==> src/rtl/pattern_seq_ctrl.sv <==
// Purpose: frame/line timing generator plus a programmable table of pattern configs
//          (Mode, constVal, X, Y). It presents one entry per N frames to the pattern generator.
// Latency: all outputs are registered. A config is latched on the same edge that raises f_sync.
// Backpressure: none. enable is a level; dropping it lets the current frame finish before IDLE.
// Optional feature: define PATSEQ_FRAME_DONE_EN to add the frame_done and seq_wrap pulse outputs.
module pattern_seq_ctrl #(
    parameter int H_ACTIVE = 64,
    parameter int H_BLANK  = 8,
    parameter int V_LINES  = 16,
    parameter int DEPTH    = 8,
    parameter int ADDR_W   = $clog2(DEPTH)
) (
    input  logic              clk,
    input  logic              rst,
    input  logic              enable,
    input  logic              cfg_we,
    input  logic [ADDR_W-1:0] cfg_addr,
    input  logic [18:0]       cfg_wdata,
    input  logic [ADDR_W:0]   num_entries,
    input  logic [7:0]        frames_per_pat,
    output logic              f_sync,
    output logic              sync,
    output logic              line_active,
    output logic [2:0]        Mode,
    output logic [11:0]       constVal,
    output logic [1:0]        X,
    output logic [1:0]        Y,
    output logic [ADDR_W-1:0] pat_idx,
    output logic              busy
`ifdef PATSEQ_FRAME_DONE_EN
    ,
    output logic              frame_done,
    output logic              seq_wrap
`endif
);

    localparam int HMAX = (H_ACTIVE > H_BLANK) ? H_ACTIVE : H_BLANK;
    localparam int CC_W = (HMAX > 1) ? $clog2(HMAX) : 1;
    localparam int LC_W = (V_LINES > 1) ? $clog2(V_LINES) : 1;

    localparam logic [CC_W-1:0]   ACT_LAST = CC_W'(H_ACTIVE - 1);
    localparam logic [CC_W-1:0]   BLK_LAST = CC_W'(H_BLANK - 1);
    localparam logic [LC_W-1:0]   LINE_LAST = LC_W'(V_LINES - 1);
    localparam logic [ADDR_W:0]   NUM_MAX  = (ADDR_W + 1)'(DEPTH);

    typedef enum logic [1:0] {
        ST_IDLE,
        ST_SYNC,
        ST_ACTIVE,
        ST_HBLANK
    } state_t;

    state_t            state_q, state_d;
    logic [CC_W-1:0]   cyc_q, cyc_d;
    logic [LC_W-1:0]   line_q, line_d;
    logic [7:0]        frame_q, frame_d;
    logic [ADDR_W-1:0] pat_idx_q, pat_idx_d;
    logic [18:0]       table_q [DEPTH];
    logic [18:0]       table_d [DEPTH];
    logic [18:0]       cfg_q, cfg_d;
    logic              f_sync_q, f_sync_d;
    logic              sync_q, sync_d;
    logic              line_active_q, line_active_d;
    logic              busy_q, busy_d;

    logic [ADDR_W:0]   eff_num;
    logic [ADDR_W:0]   num_last;
    logic [7:0]        eff_fpp;
    logic [7:0]        fpp_last;
    logic              idx_at_last;

    // Effective sequence length and frame repeat count; zero means one, length clamps to DEPTH.
    always_comb begin
        eff_num = num_entries;
        if (num_entries == '0) begin
            eff_num = (ADDR_W + 1)'(1);
        end else if (num_entries > NUM_MAX) begin
            eff_num = NUM_MAX;
        end
        eff_fpp     = (frames_per_pat == 8'd0) ? 8'd1 : frames_per_pat;
        num_last    = eff_num - 1'b1;
        fpp_last    = eff_fpp - 8'd1;
        idx_at_last = ({1'b0, pat_idx_q} >= num_last);
    end

    // Table writes. Because the latch reads table_q, it sees pre-write contents on a colliding edge.
    always_comb begin
        for (int i = 0; i < DEPTH; i++) begin
            table_d[i] = table_q[i];
        end
        if (cfg_we) begin
            table_d[cfg_addr] = cfg_wdata;
        end
    end

    // Sequencer next state. Strobes and the config latch are derived from the next state so they
    // line up with the state register.
    always_comb begin
        state_d   = state_q;
        cyc_d     = cyc_q;
        line_d    = line_q;
        frame_d   = frame_q;
        pat_idx_d = pat_idx_q;
        case (state_q)
            ST_IDLE: begin
                cyc_d     = '0;
                line_d    = '0;
                frame_d   = 8'd0;
                pat_idx_d = '0;
                if (enable) begin
                    state_d = ST_SYNC;
                end
            end
            ST_SYNC: begin
                cyc_d   = '0;
                state_d = ST_ACTIVE;
            end
            ST_ACTIVE: begin
                if (cyc_q == ACT_LAST) begin
                    cyc_d   = '0;
                    state_d = ST_HBLANK;
                end else begin
                    cyc_d = cyc_q + 1'b1;
                end
            end
            ST_HBLANK: begin
                if (cyc_q != BLK_LAST) begin
                    cyc_d = cyc_q + 1'b1;
                end else if (line_q != LINE_LAST) begin
                    cyc_d   = '0;
                    line_d  = line_q + 1'b1;
                    state_d = ST_SYNC;
                end else begin
                    // Frame end: step the frame counter and, every eff_fpp frames, the table index.
                    cyc_d  = '0;
                    line_d = '0;
                    if (frame_q >= fpp_last) begin
                        frame_d   = 8'd0;
                        pat_idx_d = idx_at_last ? '0 : pat_idx_q + 1'b1;
                    end else begin
                        frame_d = frame_q + 8'd1;
                        if ({1'b0, pat_idx_q} >= eff_num) begin
                            pat_idx_d = '0;
                        end
                    end
                    if (enable) begin
                        state_d = ST_SYNC;
                    end else begin
                        state_d   = ST_IDLE;
                        frame_d   = 8'd0;
                        pat_idx_d = '0;
                    end
                end
            end
            default: begin
                state_d = ST_IDLE;
            end
        endcase

        sync_d        = (state_d == ST_SYNC);
        f_sync_d      = sync_d && (line_d == '0);
        line_active_d = (state_d == ST_ACTIVE);
        busy_d        = (state_d != ST_IDLE);
        cfg_d         = f_sync_d ? table_q[pat_idx_d] : cfg_q;
    end

`ifdef PATSEQ_FRAME_DONE_EN
    logic frame_done_q, frame_done_d;
    logic seq_wrap_q, seq_wrap_d;

    // End-of-frame pulses, raised on the edge entering the last HBLANK cycle of the last line.
    always_comb begin
        frame_done_d = (state_d == ST_HBLANK) && (cyc_d == BLK_LAST) && (line_d == LINE_LAST);
        seq_wrap_d   = frame_done_d && (frame_q >= fpp_last) && idx_at_last;
    end

    // Pulse registers.
    always_ff @(posedge clk or posedge rst) begin
        if (rst) begin
            frame_done_q <= 1'b0;
            seq_wrap_q   <= 1'b0;
        end else begin
            frame_done_q <= frame_done_d;
            seq_wrap_q   <= seq_wrap_d;
        end
    end

    assign frame_done = frame_done_q;
    assign seq_wrap   = seq_wrap_q;
`endif

    // State, counters, table and registered outputs.
    always_ff @(posedge clk or posedge rst) begin
        if (rst) begin
            state_q       <= ST_IDLE;
            cyc_q         <= '0;
            line_q        <= '0;
            frame_q       <= 8'd0;
            pat_idx_q     <= '0;
            cfg_q         <= '0;
            f_sync_q      <= 1'b0;
            sync_q        <= 1'b0;
            line_active_q <= 1'b0;
            busy_q        <= 1'b0;
            for (int i = 0; i < DEPTH; i++) begin
                table_q[i] <= '0;
            end
        end else begin
            state_q       <= state_d;
            cyc_q         <= cyc_d;
            line_q        <= line_d;
            frame_q       <= frame_d;
            pat_idx_q     <= pat_idx_d;
            cfg_q         <= cfg_d;
            f_sync_q      <= f_sync_d;
            sync_q        <= sync_d;
            line_active_q <= line_active_d;
            busy_q        <= busy_d;
            for (int i = 0; i < DEPTH; i++) begin
                table_q[i] <= table_d[i];
            end
        end
    end

    assign f_sync      = f_sync_q;
    assign sync        = sync_q;
    assign line_active = line_active_q;
    assign busy        = busy_q;
    assign pat_idx     = pat_idx_q;
    assign Mode        = cfg_q[18:16];
    assign Y           = cfg_q[15:14];
    assign X           = cfg_q[13:12];
    assign constVal    = cfg_q[11:0];

endmodule

==> config.mk <==
export PLATFORM = sky130hd
export DESIGN_NAME = pattern_seq_ctrl
export DESIGN_NICKNAME = d
export VERILOG_FILES = /design/src/rtl/pattern_seq_ctrl.sv
export SDC_FILE = /design/constraint.sdc
export NUM_CORES = 1
export LEC_CHECK = 0
export CORE_UTILIZATION = 30
export CTS_CLUSTER_DIAMETER = 80
export CTS_CLUSTER_SIZE = 12
export DETAILED_ROUTE_END_ITERATION = 10
export PLACE_DENSITY = 0.52
export SYNTH_ARGS = -nofsm -noshare
export SYNTH_HDL_FRONTEND = slang
export SYNTH_SLANG_ARGS = --single-unit
==> constraint.sdc <==
create_clock -name clk -period 10.6 [get_ports clk]
set_clock_uncertainty 0.1 [all_clocks]
set_input_delay 1.06 -clock clk [delete_from_list [all_inputs] [get_ports clk]]
set_output_delay 1.06 -clock clk [all_outputs]
set_load 0.05 [all_outputs]
### After elaboration in Yosys (flattened, before gate mapping)

Index checks and enable logic that the tools add are counted.

| operators by class | value |
|---|---|
| add/subtract/negate cells | 6 |
| magnitude comparators | 7 |
| eq/ne operators | 10 |
| mux-type cells | 33 |
| bitwise operators | 2 |
| reductions and logical operators | 10 |

Operators by type and width:

| operator | count |
|---|---|
| $bwmux 152 | 1 |
| $bmux 19 s3 | 1 |
| $demux 19 s3 | 1 |
| $mux 19 | 3 |
| $mux 8 | 5 |
| $mux 3 | 6 |
| $pmux 6 s3 | 1 |
| $mux 4 | 4 |
| $pmux 8 s2 | 1 |
| $mux 6 | 2 |
| $add 8x1->8 const B | 1 |
| $ge 3x4->1 | 2 |
| $ge 4x4->1 const B | 2 |
| $ge 8x8->1 | 1 |
| $logic_not 4->1 | 2 |
| $logic_not 8->1 | 1 |
| $not 3->4 | 2 |
| $pmux 2 s4 | 1 |
| $pmux 4 s2 | 1 |
| $sub 8x1->8 const B | 1 |
| $add 6x1->6 const B | 1 |
| $eq 2x2->1 const B | 3 |
| $eq 6x6->1 const B | 1 |
| $mux 2 | 3 |
| 16 further kinds | 21 |

| storage, ports and cells | value |
|---|---|
| bits in registers | 198 |
| input bits | 38 |
| output and inout bits | 26 |
| logic and storage cells | 86 |

### Depth between registers and ports, before layout

| logic depth | value |
|---|---|
| depth after elaboration | 15 |
| depth in mapped cells | 20 |
| gate-level depth less buffers | 18 |

### Worst setup path before layout

Ideal clock, no wire load.

| timing path | value |
|---|---|
| kind | input-to-reg |
| from | in frames_per_pat[2] |
| to | reg cfg_q[10] |
| arrival time | 4460 ps |
| data required time | 10378 ps |
| slack | 5919 ps |
| cell stages on the path | 18 |
| path through | or4_1 or3_1 nor2_1 nor2_1 ha_1 inv_1 nor2_1 xnor2_1 ha_1 nand2_1 o21ai_0 a31o_2 o21ai_4 a21oi_2 buf_2 mux2i_1 a21oi_1 a32o_1 |

| between the ends | value |
|---|---|
| cells in the longest elaborated chain, start to end | 13 |

Ends and longest elaborated chain:

| what | line | text |
|---|---|---|
| start: declaration | 20 | `input logic [7:0] frames_per_pat,` |
| $logic_not 8->1 | 80 | `eff_fpp = (frames_per_pat == 8'd0) ? 8'd1 : frames_per_pat;` |
| $mux 8 * | 80 |  |
| $sub 8x1->8 * | 82 | `fpp_last = eff_fpp - 8'd1;` |
| $ge 8x8->1 * | 137 | `if (frame_q >= fpp_last) begin` |
| $mux 3 * | 137 |  |
| $mux 3 * | 146 | `if (enable) begin` |
| $mux 3 * | 129 | `end else if (line_q != LINE_LAST) begin` |
| $mux 3 * | 127 | `if (cyc_q != BLK_LAST) begin` |
| $pmux 3 s2 * | 104 | `case (state_q)` |
| $not 3->4 (not written as such) * | 164 | `cfg_d = f_sync_d ? table_q[pat_idx_d] : cfg_q;` |
| $bmux 19 s3 * | 164 |  |
| $mux 19 (not written as such) * (2 in series) | 164 |  |
| end signal: assignment | 214 | `cfg_q <= cfg_d;` |
| end: declaration | 60 | `logic [18:0] cfg_q, cfg_d;` |

Every way passes the cells marked *; elsewhere a longest branch is shown, timed or not. The select of a mux whose other input is x is not followed.
A chain may end at the register's enable or synchronous reset.

### Worst setup path after layout

| timing path | value |
|---|---|
| from | in frames_per_pat[2] |
| to | reg cfg_q[11] |

Same word-level chain as after synthesis.

==> flow_metrics.env <==
export IMPL_outcome="complete, no violations"
export IMPL_n_antenna_cell=0
export IMPL_grt_pass1_vias=6716
export IMPL_area_growth_pct=17.6
export IMPL_finalHoldViolations=0
export IMPL_cts_sinks=198
export IMPL_grt_max_degree=118
export IMPL_grt_usage=0.150
export IMPL_path_delay_family="buffers and inverters"
export IMPL_start_util=0.309
export IMPL_synth_flop_cell="dfrtp_1"
export IMPL_regArea_um2=4950
export IMPL_max_stage_delay_ns=0.65
export IMPL_nNetsFinal=923
export IMPL_vdd_drop_max_mv=0.113
export IMPL_synth_largest_area_cell="dfrtp_1"
export IMPL_h_tree_depth=4
export IMPL_cts_tree="done"
export IMPL_end_kind="flip-flop"
export IMPL_hp_start="cyc_q[0]"
export IMPL_start_kind="input pin"
export IMPL_cts_root_buf="clkbuf_16"
export IMPL_ant_nets=0
export IMPL_die_area_um2=32600
export IMPL_hp_class="flip-flop to flip-flop"
export IMPL_io_buffers=63
export IMPL_place_congestion=0.769
export IMPL_power_w=0.00185
export IMPL_p_leak_nw=4.78
export IMPL_die_x_um=181
export IMPL_yosys_area_top_type_share=0.518
export IMPL_critPathBufInv=5
export IMPL_path_clk_slew_ns=0.08
export IMPL_cts_buffers=17
export IMPL_drive_gt1_frac=0.257
export IMPL_syn_num_nets=865
export IMPL_ctsHoldBuffers=0
export IMPL_required_ns=10.83
export IMPL_grt_ovfl_total=0
export IMPL_firstDrtPassIters=4
export IMPL_yosys_register_bits=198
export IMPL_die_h_um=181
export IMPL_final_cell_area_um2=11200
export IMPL_tightest_slew_ns=1.10
export IMPL_synthCells=804
export IMPL_core_area_um2=31000
export IMPL_crit_fanout=60
export IMPL_fin_crit_ns=5.79
export IMPL_yosysSeqAreaShare=0.518
export IMPL_grt_pass1_wl_mm=37.8
export IMPL_setup_viol=0
export IMPL_n_fill_cell=3022
export IMPL_period_share=0.546
export IMPL_rr_endpoint="cfg_q[10]"
export IMPL_io_pins=64
export IMPL_rsz0062_at_grt="false"
export IMPL_fmax_ghz=0.173
export IMPL_num_rows=64
export IMPL_max_slew_margin_rel=0.266
export IMPL_layout_setup_ws_ns=4.81
export IMPL_r2r_start="state_q[0]"
export IMPL_multi_input_area_um2=4350
export IMPL_syn_cell_area_um2=9560
export IMPL_drc_errors=0
export IMPL_rr_worst_depth=13
export IMPL_min_to="cyc_q[0]"
export IMPL_tns_ns=0
export IMPL_cp_common_cell="nor2_1"
export IMPL_synthTopCellsByArea="dfrtp_1 (52%), mux2_2 (18%), mux2i_1 (3.7%), ha_1 (3.0%), nand2_1 (3.0%)"
export IMPL_synth_warning_count=0
export IMPL_vias=6414
export IMPL_cp_data_arrival_time_ns=6.02
export IMPL_wire_per_inst_um=18.0
export IMPL_wl_mm=22.9
export IMPL_synth_cell_types=63
export IMPL_cts_resized=0
export IMPL_drv_cap=0
export IMPL_hold_depth=1
export IMPL_antenna_found_initial=0
export IMPL_crit_type="input pin to flip-flop"
export IMPL_r2r_setup_slack_ns=6.50
export IMPL_drt_iter0_markers=390
export IMPL_post_route_util=0.363
export IMPL_slew_viol_final=0
export IMPL_dpl_cell_area_um2=10600
export IMPL_clk_path_buf_depth=2
export IMPL_synth_edff_count=0
export IMPL_vias_per_cell=5.05
export IMPL_syn_avg_cell_area_um2=11.9
export IMPL_postCtsSetupBuffers=0
export IMPL_place_hpwl_mm=13.2
export IMPL_slowest_stage="buf_4"
export IMPL_clk_insertion_delay_late_ns=0.44
export IMPL_async_flop_share=1.00
export IMPL_crit_chain="clkdlybuf4s50_1 -> or4_1 -> or3_1 -> nor2_1 -> nor2_1 -> ha_1 -> inv_1 -> or3_1 -> xor2_1 -> ha_1 -> a21oi_1 -> o21ai_0 -> a31o_2 -> o21ai_4 -> a21oi_4 -> buf_4 -> inv_2 -> buf_4 -> nor2_1 -> o21ai_0 -> a32o_1"
export IMPL_p_per_area_nw_per_um2=164
export IMPL_place_ws_ns=4.36
-- final cells by class --
| class | instances | area share |
|---|---|---|
| timing repair buffer | 78 | 0.0661 |
| clock inverter | 15 | 0.0168 |
| sequential | 198 | 0.441 |
| multi-input combinational | 546 | 0.387 |
| inverter | 21 | 0.00768 |
| clock buffer | 17 | 0.0378 |
| tap | 396 | 0.0441 |
-- synth_stat cells, drive strengths merged (2+ instances only) --
| master | number |
|---|---|
| dfrtp | 198 |
| mux2 | 152 |
| nand2 | 78 |
| nor2 | 62 |
| o21ai | 44 |
| mux2i | 35 |
| ha | 23 |
| buf | 22 |
| inv | 21 |
| a32oi | 18 |
| a21oi | 17 |
| a32o | 17 |
| clkbuf | 17 |
| nor3 | 13 |
| a31oi | 9 |
| nand2b | 7 |
| and3 | 6 |
| nand3 | 6 |
| xnor2 | 6 |
| xor2 | 6 |
| o31ai | 5 |
| nand4 | 4 |
| a22oi | 3 |
| nand4b | 3 |
| nor4 | 3 |
| a221oi | 2 |
| and2 | 2 |
| nor2b | 2 |
| nor3b | 2 |
| o211ai | 2 |
| o311ai | 2 |
| or2 | 2 |
| or3 | 2 |
| or4 | 2 |
-- metal layers --
layer	track usage	vias to the layer above	part of all wire
met1	0.210	3277	0.49
met3	0.0281	6	0.036
met4	0.0356	0	0.0047
li1	-	3021	-
met2	0.238	110	0.47
met5	0	-	0
-- registers in the layout, indices dropped and copies added (netlist names) --
register,flops
table_q,152
frame_q,8
sync,1
line_active,1
busy,1
state_q,2
f_sync,1
pat_idx,3
line_q,4
cyc_q,6
cfg_q,19
-- kinds of logic after synthesis --
family | count (synthesis) | share of synthesized area
AOI/OAI and AO/OA | 127 | 0.0987
xor gates and xnor gates | 12 | 0.0110
adders and majority gates | 23 | 0.0301
buffers and inverters | 60 | 0.0293
DFF | 198 | 0.518
muxes | 187 | 0.216
and+or+nand+nor | 197 | 0.0970
-- where the power goes --
| group | internal [W] | switching (W) | total, W |
|---|---|---|---|
| logic | 0.000141 | 0.0000925 | 0.000234 |
| clock network | 0.000326 | 0.000345 | 0.000671 |
| registers | 0.000882 | 0.0000605 | 0.000942 |
-- how the worst max path moves through the flow --
stage / startpoint / to / slack (ns) / cells past startpoint
global placement: frames_per_pat[2] / cfg_q[10] / 4.41 / 17
finish: frames_per_pat[2] / cfg_q[11] / 4.81 / 21
detailed placement: frames_per_pat[2] / cfg_q[10] / 4.36 / 21
global route: frames_per_pat[2] / cfg_q[11] / 4.46 / 21
floorplan: rst / busy / 4.04 / 1
CTS: frames_per_pat[2] / cfg_q[11] / 4.79 / 21
-- per-stage QoR --
step	instances	hold WS (ns)
2_1_floorplan	804	0.333
3_3_place_gp	1239	0.353
3_5_place_dp	1239	0.360
4_1_cts	1271	0.372
5_1_grt	1271	0.402
6_report	1271	0.367
-- cell usage in the layout, fill, tap and decap left out, types with 4 or more instances in the layout --
| cell | n |
|---|---|
| dfrtp_1 | 198 |
| mux2_2 | 152 |
| nand2_1 | 76 |
| clkdlybuf4s50_1 | 63 |
| nor2_1 | 61 |
| mux2i_1 | 35 |
| o21ai_0 | 34 |
| ha_1 | 23 |
| inv_1 | 19 |
| a32oi_1 | 18 |
| a32o_1 | 17 |
| clkbuf_16 | 17 |
| a21oi_1 | 16 |
| buf_4 | 15 |
| nor3_1 | 10 |
| a31oi_1 | 8 |
| nand2b_1 | 7 |
| o21ai_1 | 7 |
| nand3_1 | 6 |
| and3_1 | 6 |
| xnor2_1 | 6 |
| xor2_1 | 6 |
| inv_8 | 6 |
| nand4_1 | 4 |
| clkinv_8 | 4 |
| inv_6 | 4 |
Power figures use the tool's default switching activity.
